<file path="config.mk">
export PLATFORM = sky130hd
export DESIGN_NAME = decode_stage
export DESIGN_NICKNAME = d
export VERILOG_FILES = /design/src/rtl/rv32i_pkg.sv /design/src/rtl/imm_gen.sv /design/src/rtl/decode_stage.sv
export SDC_FILE = /design/constraint.sdc
export NUM_CORES = 1
export LEC_CHECK = 0
export BUFFER_PORTS_ARGS = -buffer_cell sky130_fd_sc_hd__buf_4
export CELL_PAD_IN_SITES_DETAIL_PLACEMENT = 0
export CELL_PAD_IN_SITES_GLOBAL_PLACEMENT = 1
export CORE_MARGIN = 8
export CORE_UTILIZATION = 37
export DETAILED_ROUTE_END_ITERATION = 8
export GPL_ROUTABILITY_DRIVEN = 0
export GPL_TIMING_DRIVEN = 0
export HOLD_SLACK_MARGIN = 0.02
export PLACE_DENSITY = 0.94
export SLEW_MARGIN = 20
export SYNTH_ARGS = -nofsm -noshare
export SYNTH_HDL_FRONTEND = slang
export SYNTH_HIERARCHICAL = 1
export SYNTH_SLANG_ARGS = --single-unit
</file>
<file path="constraint.sdc">
create_clock -name Clk -period 3.75 [get_ports Clk]
set_input_delay 0.1875 -clock Clk [delete_from_list [all_inputs] [get_ports Clk]]
set_output_delay 0.1875 -clock Clk [all_outputs]
set_load 0.01 [all_outputs]
</file>
<file path="src/rtl/rv32i_pkg.sv">
// Shared RV32I decode constants: major opcodes and the immediate-format enum
// used by decode_stage and imm_gen.
package rv32i_pkg;

  localparam logic [6:0] OPC_LUI    = 7'b0110111;
  localparam logic [6:0] OPC_AUIPC  = 7'b0010111;
  localparam logic [6:0] OPC_JAL    = 7'b1101111;
  localparam logic [6:0] OPC_JALR   = 7'b1100111;
  localparam logic [6:0] OPC_BRANCH = 7'b1100011;
  localparam logic [6:0] OPC_LOAD   = 7'b0000011;
  localparam logic [6:0] OPC_STORE  = 7'b0100011;
  localparam logic [6:0] OPC_OP_IMM = 7'b0010011;
  localparam logic [6:0] OPC_OP     = 7'b0110011;
  localparam logic [6:0] OPC_FENCE  = 7'b0001111;
  localparam logic [6:0] OPC_SYSTEM = 7'b1110011;

  typedef enum logic [2:0] {
    IMM_NONE,
    IMM_I,
    IMM_S,
    IMM_B,
    IMM_U,
    IMM_J
  } imm_fmt_e;

endpackage

</file>
<file path="src/rtl/imm_gen.sv">
// Combinational RV32I immediate generator. All formats sign-extend from
// instruction bit 31; B/J immediates have bit 0 forced to 0, U has its low
// 12 bits zero, and IMM_NONE yields 0.
module imm_gen
  import rv32i_pkg::*;
(
  input  logic [31:0] instr,
  input  imm_fmt_e    fmt,
  output logic [31:0] imm
);

  // The opcode bits never contribute to any immediate.
  logic unused_opcode;
  assign unused_opcode = ^instr[6:0];

  // Reassemble the immediate bit fields for the selected format.
  always_comb begin
    imm = '0;
    case (fmt)
      IMM_I:   imm = {{20{instr[31]}}, instr[31:20]};
      IMM_S:   imm = {{20{instr[31]}}, instr[31:25], instr[11:7]};
      IMM_B:   imm = {{19{instr[31]}}, instr[31], instr[7], instr[30:25],
                      instr[11:8], 1'b0};
      IMM_U:   imm = {instr[31:12], 12'b0};
      IMM_J:   imm = {{11{instr[31]}}, instr[31], instr[19:12], instr[20],
                      instr[30:21], 1'b0};
      default: imm = '0;
    endcase
  end

endmodule

</file>
<file path="src/rtl/decode_stage.sv">
// RV32I decode stage with a single ID/EX register and a valid/ready handshake
// on both sides. Stalls one cycle on a load-use dependency, drops work on
// Flush. Optional macro DECODE_BYPASS_EN forwards the register-file write
// port into the captured operands.
module decode_stage
  import rv32i_pkg::*;
(
  input  logic        Clk,
  input  logic        Rst,
  input  logic        InValid,
  output logic        InReady,
  input  logic [31:0] InInstr,
  input  logic [31:0] InPC,
  output logic [4:0]  AddrA,
  output logic [4:0]  AddrB,
  input  logic [31:0] DataA,
  input  logic [31:0] DataB,
  input  logic        WbEn,
  input  logic [4:0]  WbAddr,
  input  logic [31:0] WbData,
  input  logic        Flush,
  output logic        OutValid,
  input  logic        OutReady,
  output logic [31:0] OutPC,
  output logic [31:0] OutRs1Val,
  output logic [31:0] OutRs2Val,
  output logic [31:0] OutImm,
  output logic [4:0]  OutRd,
  output logic [6:0]  OutOpcode,
  output logic [2:0]  OutFunct3,
  output logic        OutFunct7b5,
  output logic        OutRegWEn,
  output logic        OutIsLoad,
  output logic        OutIllegal
);

  logic [6:0]  opcode;
  logic [4:0]  rd, rs1, rs2;
  imm_fmt_e    fmt;
  logic        legal, uses_rs1, uses_rs2, writes_rd;
  logic [31:0] imm_p0;
  logic [31:0] rs1_val_p0, rs2_val_p0;
  logic        hazard, accept;

  logic        vld_p1;
  logic [31:0] pc_p1, rs1_val_p1, rs2_val_p1, imm_p1;
  logic [4:0]  rd_p1;
  logic [6:0]  opcode_p1;
  logic [2:0]  funct3_p1;
  logic        funct7b5_p1, reg_wen_p1, is_load_p1, illegal_p1;

  // ---- Stage p0: combinational decode of the incoming word ----
  assign opcode = InInstr[6:0];
  assign rd     = InInstr[11:7];
  assign rs1    = InInstr[19:15];
  assign rs2    = InInstr[24:20];
  assign AddrA  = rs1;
  assign AddrB  = rs2;

  // Classify the opcode: immediate format, source usage, destination write.
  always_comb begin
    fmt       = IMM_NONE;
    uses_rs1  = 1'b0;
    uses_rs2  = 1'b0;
    writes_rd = 1'b0;
    legal     = 1'b1;
    case (opcode)
      OPC_LUI, OPC_AUIPC: begin fmt = IMM_U; writes_rd = 1'b1; end
      OPC_JAL:            begin fmt = IMM_J; writes_rd = 1'b1; end
      OPC_JALR, OPC_LOAD, OPC_OP_IMM: begin
        fmt = IMM_I; uses_rs1 = 1'b1; writes_rd = 1'b1;
      end
      OPC_SYSTEM, OPC_FENCE: fmt = IMM_I;
      OPC_STORE:  begin fmt = IMM_S; uses_rs1 = 1'b1; uses_rs2 = 1'b1; end
      OPC_BRANCH: begin fmt = IMM_B; uses_rs1 = 1'b1; uses_rs2 = 1'b1; end
      OPC_OP:     begin uses_rs1 = 1'b1; uses_rs2 = 1'b1; writes_rd = 1'b1; end
      default:    legal = 1'b0;
    endcase
    // Compressed/odd encodings never match a listed opcode, but keep the
    // low-bit check explicit so the intent survives opcode-table edits.
    if (InInstr[1:0] != 2'b11) legal = 1'b0;
  end

  imm_gen u_imm_gen (
    .instr (InInstr),
    .fmt   (fmt),
    .imm   (imm_p0)
  );

`ifdef DECODE_BYPASS_EN
  // Operand capture with write-port forwarding; x0 always reads as zero.
  always_comb begin
    rs1_val_p0 = DataA;
    rs2_val_p0 = DataB;
    if (WbEn && WbAddr == rs1) rs1_val_p0 = WbData;
    if (WbEn && WbAddr == rs2) rs2_val_p0 = WbData;
    if (rs1 == 5'd0) rs1_val_p0 = '0;
    if (rs2 == 5'd0) rs2_val_p0 = '0;
  end
`else
  assign rs1_val_p0 = (rs1 == 5'd0) ? '0 : DataA;
  assign rs2_val_p0 = (rs2 == 5'd0) ? '0 : DataB;

  // The write-port copy only matters when forwarding is built in.
  logic unused_wb;
  assign unused_wb = ^{WbEn, WbAddr, WbData};
`endif

  // A load in ID/EX whose rd feeds this instruction forces one bubble.
  assign hazard = vld_p1 & is_load_p1 & (rd_p1 != 5'd0) &
                  ((uses_rs1 & (rs1 == rd_p1)) | (uses_rs2 & (rs2 == rd_p1)));
  assign InReady = Flush | (~hazard & (~vld_p1 | OutReady));
  assign accept  = InValid & InReady & ~Flush;

  // ---- Stage p1: ID/EX register ----
  // Reset beats flush beats accept; otherwise a consumed entry becomes a bubble.
  always_ff @(posedge Clk) begin
    if (Rst) begin
      vld_p1      <= 1'b0;
      pc_p1       <= '0;
      rs1_val_p1  <= '0;
      rs2_val_p1  <= '0;
      imm_p1      <= '0;
      rd_p1       <= '0;
      opcode_p1   <= '0;
      funct3_p1   <= '0;
      funct7b5_p1 <= 1'b0;
      reg_wen_p1  <= 1'b0;
      is_load_p1  <= 1'b0;
      illegal_p1  <= 1'b0;
    end else if (Flush) begin
      vld_p1 <= 1'b0;
    end else if (accept) begin
      vld_p1      <= 1'b1;
      pc_p1       <= InPC;
      rs1_val_p1  <= rs1_val_p0;
      rs2_val_p1  <= rs2_val_p0;
      imm_p1      <= legal ? imm_p0 : '0;
      rd_p1       <= rd;
      opcode_p1   <= opcode;
      funct3_p1   <= InInstr[14:12];
      funct7b5_p1 <= InInstr[30];
      reg_wen_p1  <= legal & writes_rd & (rd != 5'd0);
      is_load_p1  <= legal & (opcode == OPC_LOAD);
      illegal_p1  <= ~legal;
    end else if (OutReady) begin
      vld_p1 <= 1'b0;
    end
  end

  assign OutValid    = vld_p1;
  assign OutPC       = pc_p1;
  assign OutRs1Val   = rs1_val_p1;
  assign OutRs2Val   = rs2_val_p1;
  assign OutImm      = imm_p1;
  assign OutRd       = rd_p1;
  assign OutOpcode   = opcode_p1;
  assign OutFunct3   = funct3_p1;
  assign OutFunct7b5 = funct7b5_p1;
  assign OutRegWEn   = reg_wen_p1;
  assign OutIsLoad   = is_load_p1;
  assign OutIllegal  = illegal_p1;

endmodule

</file>
==> results.py, run 1 <==
metrics = {
    "synthesis": {
        "synth_area_sq_um": 7450,
        "synth_edf_count": 0,
        "async_flop_share_pct": 0,
        "ys_seq_area_share_pct": 39.8,
        "yosysWarnings": 6,
        "synthDistinctLibCells": 46,
        "synth_seq_cells": 148,
        "synth_flop_cell": "dfxtp_1",
        "syn_nets": 956,
        "avgSynthCellArea_sq_um": 9.49,
        "syn_inst": 785,
    },
    "critical_path": {
        "startpoint_type": "flip-flop",
        "cp_data_arrival_time_ns": 2.12,
        "critPathMaxStageDelay_ns": 0.51,
        "slowest_stage": "dfxtp_1",
        "critPathTopFamily": "flip-flops",
        "critPathMaxFanout": 5,
        "crit_chain": "xnor2_1 -> nand4_1 -> o32ai_2 -> a21oi_1 -> or2_2 -> buf_4",
        "crit_path_end_kind": "primary output",
        "cp_num_buf_inv": 1,
        "cp.required_ns": 3.56,
        "critPathKind": "flip-flop to primary output",
    },
    "timing": {
        "min_period_ns": 2.31,
        "skew_ns": 0.00979,
        "rsz0062_at_grt": "no",
        "slew_headroom_pct": 49.4,
        "finalCritPeriodShare_pct": 61.5,
        "fmax_mhz": 433,
        "setup_violations": 0,
        "hold_viol": 0,
        "fin_hold_ws_ns": 0.0376,
        "fin_setup_tns_ns": 0,
        "worst_pin_slew_ns": 0.759,
        "drv_slew": 0,
    },
    "route": {
        "vias": 6941,
        "wl_per_cell_um": 17.8,
        "drt_wl_total_mm": 25.7,
        "drc": 0,
        "via_per_inst": 4.79,
        "drtAntennaViolNets": 0,
        "drt_iter0_markers": 311,
        "dr.pass1.iters": 5,
    },
    "clocking": {
        "postCtsResizedCells": 0,
        "ctsHoldBuffers": 71,
        "cts-root-buf": "clkbuf_16",
        "numCtsBuffers": 17,
        "cts_tree": "yes",
        "clockBufferDepth": 2,
        "clkLatencyLatePin_ns": 0.42,
        "path_clk_slew_ns": 0.07,
        "cts_setup_buffers": 0,
        "h-tree-depth": 4,
        "clock_sinks": 148,
    },
    "power": {
        "swShare_pct": 26.7,
        "powerDensity_nw_per_um2": 373,
        "max-vdd-ir-drop_v": 0.000295,
        "p_sw_mw": 1.13,
        "seq_power_share_pct": 39.7,
        "pwr-share-clk_pct": 44.1,
        "p_leak_nw": 5.22,
        "p_comb_share_pct": 16.2,
        "intPower_mw": 3.09,
    },
    "finish": {
        "final_common_cell": "buf_4",
        "fin_nets": 1335,
        "drive_above_1_share_pct": 30.6,
        "area_delta_synth_final_pct": 51.8,
        "layout_common_cells": "301 x buf_4, 197 x nand2b_1, 148 x dfxtp_1",
    },
    "die": {
        "die-area_sq_um": 24900,
        "core.rowCount": 52,
        "die_y_um": 158,
        "die_x_um": 158,
        "ioPinCount": 330,
        "start_util_pct": 37.3,
        "coreArea_sq_um": 20000,
    },
    "place": {
        "io_buffers": 288,
        "hpwl_mm": 18.9,
    },
    "global_route": {
        "antenna_found_initial": 0,
        "grt_pass1_wl_mm": 39.1,
        "grt_pass1_vias": 7285,
        "overflow": 0,
        "grt_max_degree": 17,
        "track_usage_pct": 20.2,
    },
    "run_status": {
        "outcome": "finished clean",
    },
    "min_path": {
        "hold_class": "input port to flip-flop",
    },
    "run": {
        "max-cap-violations": 0,
    },
}
==> metal layers <==
metal / up-vias / GRT usage, % / part of all wire [%] / wire length, um
met5: - / 0 / 0 / 0
met4: 0 / 6.62 / 2.4 / 612
met1: 3254 / 23.5 / 41 / 10400
li1: 3415 / - / - / -
met2: 235 / 34.2 / 49 / 12500
met3: 37 / 6.77 / 8.2 / 2120
==> worst min-delay path: cells and delay by family <==
family	cells	cell delay (ns)
muxes	1	0.06
buffers and inverters	1	0.12
and+or+nand+nor	1	0.05
==> synthesized netlist by cell type, types with 3 or more instances <==
library cell,n,share of area [%]
clkbuf_1,41,2.1
a22o_1,3,0.35
nor2_1,6,0.30
nand4b_1,33,3.9
nand3b_1,5,0.50
dfxtp_1,148,40
nand3_1,13,0.87
nand4bb_1,12,1.8
buf_2,17,1.1
nor2b_1,5,0.42
o2bb2ai_1,9,1.1
a21boi_0,7,0.71
buf_4,13,1.3
nand4_1,3,0.25
and3_1,3,0.25
buf_6,5,0.76
mux2i_1,146,20
a21oi_1,8,0.54
xnor2_1,11,1.3
nor3_1,4,0.27
nand2b_1,197,17
nand2_1,66,3.3
==> cell families (layout without fill, tap and decap cells) <==
kind of cell | Yosys count | count (layout) | share of synthesized area [%]
and+or+nand+nor | 358 | 358 | 29.5
muxes | 148 | 148 | 19.9
DFF | 148 | 148 | 39.8
buffers and inverters | 80 | 472 | 5.49
AOI/OAI and AO/OA | 40 | 40 | 4.06
xor gates and xnor gates | 11 | 11 | 1.29
other | 0 | 1 | 0
==> worst paths after layout <==
kind                                from                    endpoint  slack, ns  depth (start not counted)
setup reg to reg   OutRd[4]$_SDFFE_PP0P_   OutOpcode[4]$_SDFFE_PP0P_       1.51                          6
hold / removal                 DataA[12]  OutRs1Val[12]$_SDFFE_PP0P_       0.04                          3
setup / recovery   OutRd[3]$_SDFFE_PP0P_                     InReady       1.44                          6
hold reg to reg   OutPC[26]$_SDFFE_PP0P_      OutPC[26]$_SDFFE_PP0P_       0.47                          2
==> per-stage QoR <==
step / power [mW] / instances / instance area (sq um) / setup slack (ns) / utilization (%)
6_report: 4.22 / 1448 / 11300 / 1.44 / 56.6
5_1_grt: 4.39 / 1447 / 11300 / 1.27 / 56.6
4_1_cts: 4.26 / 1446 / 11300 / 1.39 / 56.6
3_5_place_dp: 2.33 / 1343 / 9950 / 1.12 / 49.8
3_3_place_gp: 2.32 / 1343 / 9950 / 1.20 / 49.8
2_1_floorplan: 2.01 / 785 / 7450 / 1.83 / -
==> layout make-up <==
cell class	count	area, sq um
fillers	1771	8670
flip-flops and latches	148	2960
clock inverters	15	209
diodes	1	2.50
plain buffers	78	402
clock buffers	17	425
repair buffers	360	2880
inverters	2	7.51
multi-input cells	557	4080
well taps	270	338
==> registers in the layout, indices dropped and copies added, names as in the netlist <==
register     count
OutRegWEn        1
OutIsLoad        1
OutRd            5
OutImm          32
OutOpcode        7
OutRs2Val       32
OutFunct7b5      1
OutIllegal       1
OutRs1Val       32
OutValid         1
OutPC           32
OutFunct3        3
==> power groups by stage <==
stage,sequential [mW],clock (mW),combinational (mW)
detailed placement,1.71,0,0.621
global route,1.68,1.97,0.735
finish,1.68,1.86,0.683
CTS,1.67,1.90,0.684
floorplan,1.73,0,0.279
global placement,1.71,0,0.615
Note: power is estimated with default switching activity, not from simulation.
==> inputs of run 2 (changes only) <==
- CORE_UTILIZATION: 37 -> 35
- PLACE_DENSITY: 0.94 -> 0.9
- clock period: 3.75 -> 2.3 ns (I/O delays scaled with it)
==> results.py, run 2 (synthesized netlist as in run 1, its figures left out) <==
metrics = {
    "run_status": {
        "outcome": "finished clean",
    },
    "timing": {
        "rsz0062_at_grt": "no",
        "skew_ns": 0.0104,
        "setup_violations": 0,
        "worst_pin_slew_ns": 0.786,
        "slew_headroom_pct": 47.6,
        "fin_hold_ws_ns": 0.0491,
        "finalCritPeriodShare_pct": 95.7,
        "drv_slew": 0,
        "fin_setup_tns_ns": 0,
        "hold_viol": 0,
        "min_period_ns": 2.20,
        "fmax_mhz": 454,
    },
    "global_route": {
        "grt_max_degree": 17,
        "overflow": 0,
        "antenna_found_initial": 0,
        "grt_pass1_vias": 7388,
        "track_usage_pct": 19.7,
        "grt_pass1_wl_mm": 41.2,
    },
    "die": {
        "start_util_pct": 35.6,
        "die_x_um": 162,
        "die_y_um": 162,
        "die-area_sq_um": 26200,
        "ioPinCount": 330,
        "coreArea_sq_um": 21000,
        "core.rowCount": 53,
    },
    "route": {
        "drt_iter0_markers": 331,
        "wl_per_cell_um": 17.7,
        "dr.pass1.iters": 5,
        "via_per_inst": 4.77,
        "drt_wl_total_mm": 26.4,
        "drtAntennaViolNets": 0,
        "vias": 7106,
        "drc": 0,
    },
    "critical_path": {
        "r2r-start": "OutRd[4]$_SDFFE_PP0P_",
        "crit_start": "InInstr[4]",
        "cp_data_arrival_time_ns": 2.09,
        "startpoint_type": "input port",
        "critPathMaxFanout": 8,
        "critPathKind": "input port to primary output",
        "crit_path_end_kind": "primary output",
        "cp.required_ns": 2.18,
    },
    "clocking": {
        "numCtsBuffers": 17,
        "clock_sinks": 148,
        "cts_tree": "yes",
        "cts-root-buf": "clkbuf_16",
        "clkLatencyLatePin_ns": 0.42,
        "path_clk_slew_ns": 0.06,
        "cts_setup_buffers": 0,
        "clockBufferDepth": 2,
        "h-tree-depth": 4,
    },
    "run": {
        "max-cap-violations": 0,
    },
    "finish": {
        "layout_common_cells": "301 x buf_4, 197 x nand2b_1, 146 x mux2i_1",
        "final_common_cell": "buf_4",
        "area_delta_synth_final_pct": 57.0,
        "num_antenna_cells": 0,
        "drive_above_1_share_pct": 30.0,
        "fin_nets": 1373,
    },
    "power": {
        "report.power.total_mw": 6.83,
        "p_leak_nw": 5.38,
        "powerDensity_nw_per_um2": 584,
        "max-vdd-ir-drop_v": 0.000448,
    },
    "place": {
        "io_buffers": 288,
        "hpwl_mm": 19.2,
    },
    "min_path": {
        "hold_start": "OutReady",
        "hold_class": "input port to flip-flop",
    },
}
run 2: final timing paths:
| kind | endpoint | slack [ns] | cells past startpoint |
|---|---|---|---|
| max | InReady | 0.1 | 8 |
| min reg2reg | OutPC[24]$_SDFFE_PP0P_ | 0.47 | 2 |
| min | OutValid$_SDFFE_PP0P_ | 0.05 | 3 |
| max reg2reg | OutOpcode[2]$_SDFFE_PP0P_ | 0.15 | 6 |
run 2: metrics by stage:
step	setup slack [ns]	instance area, sq um	cells	util [%]
3_3_place_gp	-0.213	9960	1348	47.5
4_1_cts	0.0251	11700	1490	55.7
2_1_floorplan	0.390	7450	785	-
3_5_place_dp	-0.256	9960	1348	47.5
5_1_grt	0.00812	11700	1490	55.8
6_report	0.0984	11700	1490	55.8
run 2: critical path, stage by stage:
cell and delay, ns:
dlygate4sd3_1 0.54, buf_4 0.17, and2b_1 0.23, a21oi_1 0.11, o32ai_4 0.37, a21oi_1 0.11
or2_2 0.28, buf_4 0.15
run 2: area by class of cell:
class	count	area, sq um
Clock inverter	14	175
Inverter	2	7.51
Clock buffer	18	439
Tap cell	275	344
Multi-Input combinational cell	557	4090
Timing Repair Buffer	398	3260
Fill cell	1865	9260
Buffer	78	405
Sequential cell	148	2970
run 2: report_power, final:
group          internal, mW  leakage [nW]  switching [mW]
clock                  1.75         0.304            1.17
sequential             2.67          1.21          0.0653
combinational         0.652          3.87           0.523
total                  5.07          5.38            1.76
run 2: timing repair:
action                                  4_1_cts  5_1_grt
endpoints found under the setup margin        9       38
gates resized for setup                       1        7
hold buffers                                110        0
hold endpoints to repair                    110        0
pin swaps                                     0        0
run 2: per-layer routing:
layer,global-route usage (%),vias up,share of wire [%]
met4,7.49,0,2.7
met5,0,-,0
met1,23.2,3326,41
li1,-,3490,-
met2,32.9,246,48
met3,6.38,44,7.9
==> inputs of run 3 (changes only) <==
==> constraint.sdc (replaced) <==
create_clock -name Clk -period 2.3 [get_ports Clk]
set_input_delay 0.23 -clock Clk [delete_from_list [all_inputs] [get_ports Clk]]
set_output_delay 0.23 -clock Clk [all_outputs]
set_load 0.01 [all_outputs]
==> results.py, run 3 (synthesized netlist as in run 1, its figures left out) <==
metrics = {
    "run_status": {
        "outcome": "finished clean",
    },
    "route": {
        "wl_per_cell_um": 17.9,
        "via_per_inst": 4.75,
        "drc": 0,
        "drtAntennaViolNets": 0,
        "dr.pass1.iters": 5,
        "drt_wl_total_mm": 24.7,
        "vias": 6567,
        "drt_iter0_markers": 284,
    },
    "run": {
        "max-cap-violations": 0,
    },
    "die": {
        "die_y_um": 162,
        "die_x_um": 162,
        "start_util_pct": 35.6,
        "core.rowCount": 53,
        "coreArea_sq_um": 21000,
        "ioPinCount": 330,
        "die-area_sq_um": 26200,
    },
    "critical_path": {
        "crit_path_end_kind": "primary output",
        "critPathMaxFanout": 5,
        "r2r_end": "OutRs1Val[7]$_SDFFE_PP0P_",
        "startpoint_type": "flip-flop",
        "ff2ff_setup_slack_ns": 0.11,
        "cp.required_ns": 2.07,
        "reg2reg_depth": 9,
        "cp_data_arrival_time_ns": 2.01,
        "critPathKind": "flip-flop to primary output",
        "r2r-start": "OutRd[2]$_SDFFE_PP0P_",
    },
    "global_route": {
        "antenna_found_initial": 0,
        "grt_pass1_wl_mm": 38.2,
        "grt_pass1_vias": 6656,
        "track_usage_pct": 18.4,
        "grt_max_degree": 17,
        "overflow": 0,
    },
    "clocking": {
        "clock_sinks": 148,
        "cts-root-buf": "clkbuf_16",
        "ctsHoldBuffers": 0,
        "cts_tree": "yes",
        "path_clk_slew_ns": 0.07,
        "clockBufferDepth": 2,
        "clkLatencyLatePin_ns": 0.42,
        "h-tree-depth": 4,
        "numCtsBuffers": 17,
    },
    "power": {
        "p_leak_nw": 4.94,
        "report.power.total_mw": 6.66,
        "powerDensity_nw_per_um2": 627,
        "max-vdd-ir-drop_v": 0.000443,
    },
    "place": {
        "hpwl_mm": 19.2,
        "dp_slack_ns": -0.371,
        "io_buffers": 288,
        "placed_cell_area_sq_um": 9960,
    },
    "finish": {
        "fin_util_pct": 50.7,
        "fillers": 2007,
        "layout_common_cells": "303 x buf_4, 197 x nand2b_1, 146 x mux2i_1",
        "fin_nets": 1265,
        "design_area_sq_um": 10600,
        "drive_above_1_share_pct": 33.4,
        "area_delta_synth_final_pct": 42.5,
        "final_common_cell": "buf_4",
        "num_antenna_cells": 0,
    },
    "min_path": {
        "hold_start": "DataA[2]",
        "min_delay_worst_endpoint": "OutRs1Val[2]$_SDFFE_PP0P_",
        "min_path_cells": 3,
        "hold_class": "input port to flip-flop",
    },
    "timing": {
        "worst_pin_slew_ns": 0.839,
        "hold_viol": 0,
        "worst_slack_ns": 0.0567,
        "fin_setup_tns_ns": 0,
        "slew_headroom_pct": 44.1,
        "setup_violations": 0,
        "skew_ns": 0.0107,
        "rsz0062_at_grt": "no",
        "fmax_mhz": 446,
        "finalCritPeriodShare_pct": 97.5,
        "min_period_ns": 2.24,
        "drv_slew": 0,
    },
}
## run 3: changes by cell type in the layout (fill, tap and decap cells not counted), sizes merged
cell	delta
buf	+2
dlygate4sd3	-110
## run 3: layout make-up
type                       instances  area (sq um)  share of cell area (%)
buffer                            78           407                    3.83
clock buffer                      18           439                    4.14
clock inverter                    14           175                    1.65
inverter                           2          7.51                  0.0707
multi-input combinational        557          4090                    38.5
sequential                       148          2980                    28.0
tap                              275           344                    3.24
timing repair buffer             290          2180                    20.5
## run 3: worst max-delay path by stage
stage / end / start / cells after the start
6_report: InReady / OutRd[2]$_SDFFE_PP0P_ / 6
5_1_grt: InReady / OutRd[3]$_SDFFE_PP0P_ / 6
4_1_cts: InReady / OutRd[4]$_SDFFE_PP0P_ / 6
3_5_place_dp: OutImm[28]$_SDFFE_PP0P_ / InInstr[1] / 11
3_3_place_gp: OutImm[27]$_SDFFE_PP0P_ / InInstr[1] / 11
2_1_floorplan: OutImm[20]$_SDFFE_PP0P_ / InInstr[1] / 10
## run 3: critical path: stages (launching register included)
cell and delay (ns):
dfxtp_4 0.37, xnor2_1 0.18, nand4_1 0.17, o32ai_4 0.34, a21oi_1 0.10, or2_2 0.28, buf_4 0.15
## run 3: per-stage QoR
step                hold WS [ns]  instances
floorplan                  0.369        785
global placement           0.459       1348
detailed placement         0.464       1348
CTS                       0.0349       1380
global route              0.0404       1382
finish                    0.0575       1382
## run 3: what timing repair did
action	4_1_cts	5_1_grt
endpoints found under the setup margin	9	41
setup buffers	0	2
pin swaps	0	2
gates resized for setup	6	9
## run 3: per-layer routing
layer  GRT usage (%)  part of all wire, %  vias to the layer above
li1                -                    -                     3275
met1            22.3                   43                     3063
met2            30.3                   47                      209
met3            6.63                  8.4                       20
met4            5.18                  1.2                        0
met5               0                    0                        -
## run 3: report_power, final
group | switching, mW | internal (mW) | leakage [nW]
combinational | 0.479 | 0.532 | 3.42
sequential | 0.0636 | 2.67 | 1.21
clock | 1.16 | 1.75 | 0.304
total | 1.71 | 4.95 | 4.94
